==> config.mk <==
export PLATFORM = sky130hd
export DESIGN_NAME = partition_sweep_ctrl_flat
export DESIGN_NICKNAME = d
export VERILOG_FILES = /design/src/rtl/partition_sweep_if.sv /design/src/rtl/partition_sweep_ctrl.sv /design/src/flat_wrapper.sv
export SDC_FILE = /design/constraint.sdc
export NUM_CORES = 1
export LEC_CHECK = 0
export ABC_AREA = 1
export CAP_MARGIN = 20
export CORE_ASPECT_RATIO = 0.6
export CORE_UTILIZATION = 59
export CTS_CLUSTER_SIZE = 10
export DETAILED_ROUTE_END_ITERATION = 7
export PLACE_DENSITY = 0.89
export RECOVER_POWER = 50
export REMOVE_ABC_BUFFERS = 1
export SYNTH_ARGS = -nofsm -noshare
export SYNTH_HDL_FRONTEND = slang
export SYNTH_SLANG_ARGS = --single-unit
==> constraint.sdc <==
create_clock -name clk -period 4.76 [get_ports clk]
set_clock_uncertainty 0.2 [all_clocks]
set_input_delay 0.714 -clock clk [delete_from_list [all_inputs] [get_ports clk]]
set_output_delay 0.714 -clock clk [all_outputs]
set_load 0.01 [all_outputs]
==> src/rtl/partition_sweep_if.sv <==
// Bus between the partition sweep sequencer and its host/partition pair.
// The slave modport is the sequencer's view; the master modport is the
// view of whatever drives start/abort and returns the partition outputs.
// Optional trace signals exist only when SWEEP_TRACE_EN is defined.
interface partition_sweep_if #(
    parameter int IN_W  = 7,
    parameter int OUT_W = 4
);
    localparam int HD_W = IN_W + $clog2(OUT_W + 1);

    logic             start;
    logic             abort;
    logic [IN_W-1:0]  pi_o;
    logic [OUT_W-1:0] po_ref_i;
    logic [OUT_W-1:0] po_acc_i;
    logic             busy;
    logic             done;
    logic [IN_W:0]    err_cnt;
    logic [HD_W-1:0]  hd_sum;
    logic [OUT_W-1:0] max_err;
`ifdef SWEEP_TRACE_EN
    logic             trace_valid;
    logic [IN_W-1:0]  trace_idx;
    logic [OUT_W-1:0] trace_xor;

    modport master (
        output start, abort, po_ref_i, po_acc_i,
        input  pi_o, busy, done, err_cnt, hd_sum, max_err,
               trace_valid, trace_idx, trace_xor
    );
    modport slave (
        input  start, abort, po_ref_i, po_acc_i,
        output pi_o, busy, done, err_cnt, hd_sum, max_err,
               trace_valid, trace_idx, trace_xor
    );
`else
    modport master (
        output start, abort, po_ref_i, po_acc_i,
        input  pi_o, busy, done, err_cnt, hd_sum, max_err
    );
    modport slave (
        input  start, abort, po_ref_i, po_acc_i,
        output pi_o, busy, done, err_cnt, hd_sum, max_err
    );
`endif
endinterface

==> src/rtl/partition_sweep_ctrl.sv <==
// Exhaustive input sweep sequencer for comparing an exact partition with its
// approximate version. Each vector is held SETTLE_CYC cycles, then both
// outputs are captured for one cycle and folded into mismatch count,
// Hamming-distance sum and maximum absolute error.
// Optional macro SWEEP_TRACE_EN adds per-capture trace outputs.
module partition_sweep_ctrl #(
    parameter int IN_W       = 7,
    parameter int OUT_W      = 4,
    parameter int SETTLE_CYC = 1
) (
    input  logic               clk,
    input  logic               rst,
    partition_sweep_if.slave   bus
);
    localparam int HD_W  = IN_W + $clog2(OUT_W + 1);
    localparam int PW    = $clog2(OUT_W + 1);
    localparam int ERR_W = IN_W + 1;
    localparam int CNT_W = 8;

    typedef enum logic [1:0] {IDLE, SETTLE, CAPTURE, DONE} state_t;

    state_t             state_reg, state_next;
    logic [CNT_W-1:0]   settle_cnt_reg, settle_cnt_next;
    logic [IN_W-1:0]    pi_reg, pi_next;
    logic               busy_reg, busy_next;
    logic               done_reg, done_next;
    logic [ERR_W-1:0]   err_reg, err_next;
    logic [HD_W-1:0]    hd_reg, hd_next;
    logic [OUT_W-1:0]   max_reg, max_next;

    logic [OUT_W-1:0]   diff_xor;
    logic [OUT_W-1:0]   abs_diff;
    logic [PW-1:0]      diff_pop;

    // Difference between the two partition outputs as seen this cycle
    always_comb begin
        diff_xor = bus.po_acc_i ^ bus.po_ref_i;
        abs_diff = (bus.po_acc_i >= bus.po_ref_i) ? (bus.po_acc_i - bus.po_ref_i)
                                                  : (bus.po_ref_i - bus.po_acc_i);
        diff_pop = '0;
        for (int i = 0; i < OUT_W; i++) begin
            diff_pop = diff_pop + PW'(diff_xor[i]);
        end
    end

    // Next-state and datapath update; abort beats capture accumulation
    always_comb begin
        state_next      = state_reg;
        settle_cnt_next = settle_cnt_reg;
        pi_next         = pi_reg;
        busy_next       = busy_reg;
        done_next       = done_reg;
        err_next        = err_reg;
        hd_next         = hd_reg;
        max_next        = max_reg;
        case (state_reg)
            IDLE, DONE: begin
                if (bus.start) begin
                    err_next        = '0;
                    hd_next         = '0;
                    max_next        = '0;
                    done_next       = 1'b0;
                    busy_next       = 1'b1;
                    pi_next         = '0;
                    settle_cnt_next = '0;
                    state_next      = SETTLE;
                end
            end
            SETTLE: begin
                if (bus.abort) begin
                    state_next      = IDLE;
                    busy_next       = 1'b0;
                    done_next       = 1'b0;
                    pi_next         = '0;
                    settle_cnt_next = '0;
                end else begin
                    settle_cnt_next = settle_cnt_reg + CNT_W'(1);
                    if (settle_cnt_reg == CNT_W'(SETTLE_CYC - 1)) begin
                        state_next = CAPTURE;
                    end
                end
            end
            CAPTURE: begin
                if (bus.abort) begin
                    state_next      = IDLE;
                    busy_next       = 1'b0;
                    done_next       = 1'b0;
                    pi_next         = '0;
                    settle_cnt_next = '0;
                end else begin
                    if (diff_xor != '0) begin
                        err_next = err_reg + ERR_W'(1);
                    end
                    hd_next = hd_reg + HD_W'(diff_pop);
                    if (abs_diff > max_reg) begin
                        max_next = abs_diff;
                    end
                    if (&pi_reg) begin
                        state_next = DONE;
                        busy_next  = 1'b0;
                        done_next  = 1'b1;
                    end else begin
                        pi_next         = pi_reg + IN_W'(1);
                        settle_cnt_next = '0;
                        state_next      = SETTLE;
                    end
                end
            end
            default: begin
                state_next = IDLE;
            end
        endcase
    end

    // State and result registers, cleared asynchronously
    always_ff @(posedge clk or posedge rst) begin
        if (rst) begin
            state_reg      <= IDLE;
            settle_cnt_reg <= '0;
            pi_reg         <= '0;
            busy_reg       <= 1'b0;
            done_reg       <= 1'b0;
            err_reg        <= '0;
            hd_reg         <= '0;
            max_reg        <= '0;
        end else begin
            state_reg      <= state_next;
            settle_cnt_reg <= settle_cnt_next;
            pi_reg         <= pi_next;
            busy_reg       <= busy_next;
            done_reg       <= done_next;
            err_reg        <= err_next;
            hd_reg         <= hd_next;
            max_reg        <= max_next;
        end
    end

    assign bus.pi_o    = pi_reg;
    assign bus.busy    = busy_reg;
    assign bus.done    = done_reg;
    assign bus.err_cnt = err_reg;
    assign bus.hd_sum  = hd_reg;
    assign bus.max_err = max_reg;

`ifdef SWEEP_TRACE_EN
    // Trace reports every capture cycle; zero whenever no capture is happening
    assign bus.trace_valid = (state_reg == CAPTURE);
    assign bus.trace_idx   = (state_reg == CAPTURE) ? pi_reg   : '0;
    assign bus.trace_xor   = (state_reg == CAPTURE) ? diff_xor : '0;
`endif

endmodule
==> src/flat_wrapper.sv <==
// flat-port wrapper written by rule: the top's interface ports become plain ports
module partition_sweep_ctrl_flat 
#(
    parameter int IN_W       = 7,
    parameter int OUT_W      = 4,
    parameter int SETTLE_CYC = 1
)
  (clk, rst, bus_start, bus_abort, bus_po_ref_i, bus_po_acc_i, bus_pi_o, bus_busy, bus_done, bus_err_cnt, bus_hd_sum, bus_max_err);
  partition_sweep_if #(.IN_W(IN_W), .OUT_W(OUT_W)) bus_i ();
  input  logic clk;
  input  logic rst;
  input wire logic [$bits(bus_i.start)-1:0] bus_start;
  input wire logic [$bits(bus_i.abort)-1:0] bus_abort;
  input wire logic [$bits(bus_i.po_ref_i)-1:0] bus_po_ref_i;
  input wire logic [$bits(bus_i.po_acc_i)-1:0] bus_po_acc_i;
  output wire logic [$bits(bus_i.pi_o)-1:0] bus_pi_o;
  output wire logic [$bits(bus_i.busy)-1:0] bus_busy;
  output wire logic [$bits(bus_i.done)-1:0] bus_done;
  output wire logic [$bits(bus_i.err_cnt)-1:0] bus_err_cnt;
  output wire logic [$bits(bus_i.hd_sum)-1:0] bus_hd_sum;
  output wire logic [$bits(bus_i.max_err)-1:0] bus_max_err;
  assign bus_i.start = bus_start;
  assign bus_i.abort = bus_abort;
  assign bus_i.po_ref_i = bus_po_ref_i;
  assign bus_i.po_acc_i = bus_po_acc_i;
  assign bus_pi_o = bus_i.pi_o;
  assign bus_busy = bus_i.busy;
  assign bus_done = bus_i.done;
  assign bus_err_cnt = bus_i.err_cnt;
  assign bus_hd_sum = bus_i.hd_sum;
  assign bus_max_err = bus_i.max_err;
  partition_sweep_ctrl #(.IN_W(IN_W), .OUT_W(OUT_W), .SETTLE_CYC(SETTLE_CYC)) u_core (.clk(clk), .rst(rst), .bus(bus_i));
endmodule
==> results of run 1 <==
final cells by class:
class                   instances  area (sq um)  area share (%)
repair buffers                 43           424            12.3
clock inverters                 2          10.0           0.290
well taps                      63          78.8            2.29
flip-flops and latches         41          1030            29.8
inverters                      70           270            7.84
multi-input cells             272          1570            45.4
clock buffers                   6          72.6            2.11
per-stage QoR:
stage	worst slack, ns	power (mW)
after floorplan	1.37	0.846
after global placement	0.693	1.01
after detailed placement	0.560	1.03
after CTS	0.880	1.26
after global routing	0.615	1.35
final	0.854	1.25
power groups by stage:
stage	logic [mW]	registers [mW]	clock network, mW
after detailed placement	0.590	0.443	0
after global placement	0.571	0.440	0
after floorplan	0.395	0.451	0
final	0.589	0.437	0.226
after global routing	0.667	0.443	0.243
after CTS	0.595	0.437	0.230
tightest hold or removal path, delay by kind of cell (launching register included):
family / cells / cell delay, ns
flip-flops: 1 / 0.34
AND/OR/NAND/NOR: 2 / 0.12
cell usage in the layout, fill, tap and decap left out, drive strengths merged:
master / synthesis / routed
clkdlybuf4s50: 0 / 29
o21a: 4 / 4
o31ai: 1 / 1
nor3: 2 / 2
nand3b: 2 / 2
inv: 69 / 69
ha: 23 / 23
clkinv: 1 / 3
nand2: 106 / 106
a31oi: 1 / 1
xor2: 1 / 1
dlygate4sd3: 0 / 13
clkbuf: 1 / 7
dfrtp: 41 / 41
fa: 4 / 4
o21ai: 29 / 29
xnor2: 2 / 2
a21oi: 21 / 21
a21o: 1 / 1
nor2: 36 / 36
nand3: 27 / 27
nand4: 12 / 12
Yosys cell counts (3+ instances only):
cell type	instances
nor2_2	3
a21oi_1	18
o21ai_0	21
inv_2	3
o21ai_1	4
o21a_1	4
dfrtp_1	41
fa_1	4
inv_4	3
nand3_1	27
nand4_1	12
nand2_1	98
nor2_1	31
nand2_2	5
o21ai_2	4
ha_1	23
nand2_4	3
inv_1	63
worst max path at each step:
stage                                             to             from  cells past startpoint
CTS                 u_core.bus.hd_sum[6]$_DFFE_PP0P_  bus_po_acc_i[1]                     17
global route        u_core.bus.hd_sum[6]$_DFFE_PP0P_  bus_po_acc_i[1]                     17
detailed placement  u_core.bus.hd_sum[4]$_DFFE_PP0P_  bus_po_acc_i[1]                     16
global placement    u_core.bus.hd_sum[4]$_DFFE_PP0P_  bus_po_acc_i[1]                     16
finish              u_core.bus.hd_sum[6]$_DFFE_PP0P_  bus_po_acc_i[1]                     17
floorplan           u_core.bus.hd_sum[4]$_DFFE_PP0P_  bus_po_acc_i[1]                     15
logic make-up (layout without fill, tap and decap cells):
kind of cell	count (synthesis)	count (layout)	share of synthesized area, %
AOI/OAI and AO/OA	57	57	11.6
xor gates and xnor gates	3	3	0.907
adders and majority gates	27	27	12.7
buffers and inverters	74	121	10.3
DFF	41	41	35.4
and+or+nand+nor	185	185	29.1
metal layers:
metal | vias to the layer above | wire length [um]
met5 | - | 0
met3 | 14 | 413
met2 | 91 | 2910
li1 | 1333 | -
met1 | 1246 | 3300
met4 | 0 | 79
==> run summary, run 1 <==
number of H-tree levels - 2
Pint - 0.711 mW
Clk Latency, worst-skew pair - 0.30 ns
drt wl/cell - 13.5 um
Yosys reg bits - 41
cts hold-fix bufs - 0
Slew @ Worst Pin - 2.22 ns
Iteration-0 DRC Markers - 135
Initial Util - 62.5%
fin. max-slew vios - 42
RSZ-0062 raised after global routing - no
Remaining Overflow, GRT - 0
library cells used by synthesis - 33
Leak - 1.74 nW
critical path, cell by cell - clkdlybuf4s50_1, inv_1, ha_1, inv_1, ha_1, inv_1, fa_1, inv_1, ha_1, fa_1, nand2_1, a21oi_1, nand2_2, inv_1, nand2_1, nand2_1, a21oi_1
die area - 0.00520 sq mm
switching share of power - 43.2%
gr busiest metal - met1
critical path class - in2reg
Worst slew margin - -47.7%
met1 usage - 42.4%
clock share of power - 18.1%
Main synth FF type - dfrtp_1
GRT met2 Usage - 41.5%
# diodes - 0
crit-path most repeated cell - inv_1
placed cell area - 0.00338 sq mm
Die Y - 56.3 um
row count - 19
Worst Hold End - u_core.bus.done$_DFFE_PP0P_
number of flip-flops in the largest register - 10
share of cells above drive strength 1 - 7.37%
Final Instance Area - 0.00345 sq mm
Max Fanout on Critical Path - 5
port bufs - 42
final worst path period share - 82.1%
Mapped Cells - 387
HPWL Detailed - 5160 um
minimum clock period after layout - 3.91 ns
Final Routed Wirelength - 6700 um
post-synth top area cell - dfrtp_1
ys async rst share - 100%
antenna-violating nets left - 0
GP Congestion - 0.917
R2R cell count - 8
setup TNS after final layout - 0 ns
cell area power density - 363 mW/mm^2
post_cts resized - 0
Sink Count - 41
critical path buffer and inverter count - 6
All-Layer GR Usage - 28.0%
peak supply drop - 216 uV
Hold Vio Cnt, Final - 0
status - finished with violations
Final Util - 74.4%
Reg2Reg Setup Slack - 2.17 ns
Flop pwr share - 34.9%
Synth top area share - 35.4%
reg2reg end - u_core.bus.hd_sum[6]$_DFFE_PP0P_
pin count of the biggest net entering global routing - 42
CP Capture Type - register
switching power - 0.541 mW
post-CTS setup buffers - 0
Die X - 92.5 um
Final Net Count - 472
Synth area leaders - dfrtp_1 35%, nand2_1 13%, ha_1 9.9%, inv_1 8.2%, nand3_1 4.7%
drt first pass iters - 4
critical path arrival - 3.93 ns
Filler Cell Count - 366
number of flops mapped to enable cells by yosys - 0
met3 Use GR - 4.88%
CP delay by family, top - adder cells
CTS buffer count - 5
Yosys warnings - 0
vias in the first global route - 2,595
synthesized area - 0.00290 sq mm
CTS Buffer Depth - 2
CTS tree - done
Remaining DRCs - 0
first-pass GRT wire length - 11,600 um
Placed Cells - 489
Clk pin slew, worst setup/hold paths - 0.08 ns
core area - 0.00464 sq mm
hold_sp - u_core.bus.done$_DFFE_PP0P_
Hold WC Path Type - reg2reg
failing checks - capacitance limit, slew limit
number of placed I/O pins - 43
register area share after synthesis - 35.4%
root buf cell - clkbuf_8
worst path required time - 4.78 ns
Synth-to-Final Area Change - 19.0%
Worst R2R Start - u_core.state_reg[0]$_DFFE_PP0P_
final hold slack - 0.293 ns
initial antenna violation count - 0
Logic pwr share - 47.0%
slowest stage delay, CP - 0.54 ns
final setup vio count - 0
Hold Path Stages - 2
Avg Inst Size Synth - 7.48 sq um
vias after detailed routing - 2,684
Max-cap violations - 1
max frequency - 256 MHz
Max stage delay cell, worst path - clkdlybuf4s50_1
Vias/cell - 5.40
Non-Filler Instances - 497
crit start category - input port
Power figures use the tool's default switching activity.
==> inputs of run 2 (changes only) <==
Settings changed: CORE_UTILIZATION 59 to 49, PLACE_DENSITY 0.89 to 0.79.
Clock period 4.76 ns to 3.3 ns, I/O delays scaled along.
==> run 2 against run 1 <==
Against the previous run: the flow still finishes with violations (capacitance limit, slew limit); largest power group unchanged; sequential power is 45% higher; sequential cell count stayed put; first-iteration DRC count is 27% higher; sequential share of layout area is 2.2 points lower; global-route usage is 4.5 points lower; die area is 20% higher; cell count is 7.0% higher; worst hold slack better by 0.022 ns; highest routed layer unchanged; combinational power is 53% higher; via count is 1.0% lower; critical path depth is 1 higher; critical path type unchanged.
==> run summary, run 2 (same netlist as run 1, synthesis figures left out) <==
post-route setup slack - 0.266 ns (-0.587 ns)
Non-Filler Instances - 532 (+7.0%)
Final Instance Area - 0.00373 sq mm (+8.1%)
worst path required time - 3.30 ns (-1.48 ns)
Die X - 101 um (+9.5%)
critical path arrival - 3.04 ns (-0.89 ns)
RSZ-0062 raised after global routing - no
GRT met2 Usage - 35.7% (-5.8 points)
cts hold-fix bufs - 0 (unchanged)
Final Routed Wirelength - 6670 um (-0.40%)
Hold Path Stages - 2 (unchanged)
Clk Latency, worst-skew pair - 0.30 ns (about the same)
met3 Use GR - 4.31% (-0.56 points)
placed cell area - 0.00353 sq mm (+4.6%)
CTS Buffer Depth - 2 (unchanged)
number of flip-flops in the largest register - 10 (unchanged)
# diodes - 0 (unchanged)
CTS tree - done
Initial Util - 51.5% (-11 points)
critical path buffer and inverter count - 6 (unchanged)
drt first pass iters - 4 (unchanged)
die area - 0.00623 sq mm (+20%)
vias after detailed routing - 2,657 (-1.0%)
Worst slew margin - -42.6% (+5.2 points)
max frequency - 330 MHz
Hold Vio Cnt, Final - 0 (unchanged)
drt wl/cell - 12.5 um (-7.0%)
crit-path most repeated cell - nand2_1
Slew @ Worst Pin - 2.14 ns (-0.0777 ns)
core area - 0.00562 sq mm (+21%)
final setup vio count - 0 (unchanged)
share of cells above drive strength 1 - 14.8% (+7.4 points)
peak supply drop - 367 uV (+70%)
vias in the first global route - 2,396 (-7.7%)
Sink Count - 41 (unchanged)
Final Net Count - 490 (+3.8%)
row count - 21 (+2)
most frequent cells in the layout - 95 x nand2_1, 59 x inv_1, 41 x dfrtp_1, 29 x nor2_1, 27 x nand3_1
critical path class - in2reg
crit start category - input port
minimum clock period after layout - 3.03 ns
DP Worst Slack - -0.406 ns (-0.966 ns)
GP Congestion - 0.880 (-4.0%)
gr busiest metal - met2
first-pass GRT wire length - 11,100 um (-3.8%)
Iteration-0 DRC Markers - 172 (+27%)
fin. max-slew vios - 42 (unchanged)
critical path, cell by cell - clkdlybuf4s50_1, inv_1, ha_1, buf_6, nand2_1, a21oi_2, nor2_4, inv_2, nand2_1, nand2_1, inv_1, ha_1, a21oi_1, nand2_1, nand4_1, clkinv_1, nand2_1, nand2_1
CP delay by family, top - buffers and inverters
Leak - 1.89 nW (+8.6%)
Placed Cells - 524 (+7.2%)
CTS buffer count - 5 (unchanged)
initial antenna violation count - 0 (unchanged)
CP Capture Type - register
final worst path period share - 91.9%
Die Y - 61.6 um (+9.4%)
Synth-to-Final Area Change - 28.6%
post-CTS setup buffers - 0 (unchanged)
Max Fanout on Critical Path - 7 (+2)
Max stage delay cell, worst path - clkdlybuf4s50_1
met1 usage - 34.7% (-7.7 points)
HPWL Detailed - 5110 um (-0.80%)
Hold WC Path Type - reg2reg
cell area power density - 528 mW/mm^2 (+45%)
Vias/cell - 4.99 (-7.5%)
antenna-violating nets left - 0 (unchanged)
Remaining DRCs - 0 (unchanged)
pin count of the biggest net entering global routing - 42 (unchanged)
commonest non-fill, non-tap cell in the layout - nand2_1
number of H-tree levels - 2 (unchanged)
root buf cell - clkbuf_8
number of placed I/O pins - 43 (unchanged)
slowest stage delay, CP - 0.48 ns (-0.06 ns)
port bufs - 42 (unchanged)
Clk pin slew, worst setup/hold paths - 0.08 ns (about the same)
Max-cap violations - 1 (unchanged)
Remaining Overflow, GRT - 0 (unchanged)
setup TNS after final layout - 0 ns (unchanged)
status - finished with violations
R2R cell count - 8 (unchanged)
Crit path depth - 18 (+1)
failing checks - capacitance limit, slew limit
All-Layer GR Usage - 23.5% (-4.5 points)
run 2: changes by cell type in the layout (fill, tap and decap cells not counted), moves of 4 or more:
| cell | previous run | this run |
|---|---|---|
| buf_4 | 0 | 17 |
| clkdlybuf4s50_1 | 29 | 23 |
| dlymetal6s2s_1 | 0 | 4 |
| ha_1 | 23 | 19 |
| inv_1 | 63 | 59 |
| inv_2 | 3 | 7 |
| nand2_1 | 99 | 95 |
run 2: where the power goes:
group | switching [mW] | leakage, nW | internal (mW)
combinational | 0.548 | 1.27 | 0.355
clock | 0.184 | 0.0585 | 0.247
sequential | 0.0646 | 0.563 | 0.568
run 2: timing repair:
item	CTS	global route
pin swaps	0	2
setup endpoints to repair	7	13
resized for setup	6	17
run 2: cell type report:
cell class / instances / area [sq um]
sequential: 41 / 1030
tap: 80 / 100
fill: 473 / 1900
inverter: 70 / 270
timing repair buffer: 61 / 573
multi-input combinational: 272 / 1640
clock inverter: 1 / 30.0
clock buffer: 7 / 86.3
run 2: stage by stage:
step | power, mW | hold slack (ns) | utilization, %
5_1_grt | 2.12 | 0.350 | 66.3
3_5_place_dp | 1.52 | 0.294 | 62.8
4_1_cts | 1.96 | 0.313 | 65.3
3_3_place_gp | 1.50 | 0.301 | 62.8
6_report | 1.97 | 0.315 | 66.3
2_1_floorplan | 1.22 | 0.267 | -
run 2: worst paths after layout:
check,end,startpoint,slack [ns]
max reg2reg,u_core.bus.hd_sum[6]$_DFFE_PP0P_,u_core.state_reg[0]$_DFFE_PP0P_,0.89
max in group asynchronous,u_core.bus.hd_sum[5]$_DFFE_PP0P_,rst,0.60
min in group asynchronous,u_core.bus.err_cnt[5]$_DFFE_PP0P_,rst,1.07
min reg2reg,u_core.state_reg[1]$_DFFE_PP0P_,u_core.state_reg[1]$_DFFE_PP0P_,0.31
max,u_core.bus.max_err[2]$_DFFE_PP0P_,bus_po_acc_i[2],0.27
min,u_core.state_reg[1]$_DFFE_PP0P_,u_core.state_reg[1]$_DFFE_PP0P_,0.31
run 2: layer usage:
| metal | up-vias | share of wire (%) |
|---|---|---|
| li1 | 1367 | - |
| met1 | 1192 | 51 |
| met2 | 87 | 42 |
| met3 | 11 | 5.9 |
| met4 | 0 | 1.1 |
| met5 | - | 0 |
run 2: worst register-to-register path, cell delays in order (launching register included):
cell	delay [ns]
dfrtp_1	0.41
inv_1	0.07
ha_1	0.65
nand2_4	0.22
a21oi_4	0.33
nand2_2	0.11
nor2_2	0.14
nand2_1	0.08
a21oi_1	0.13
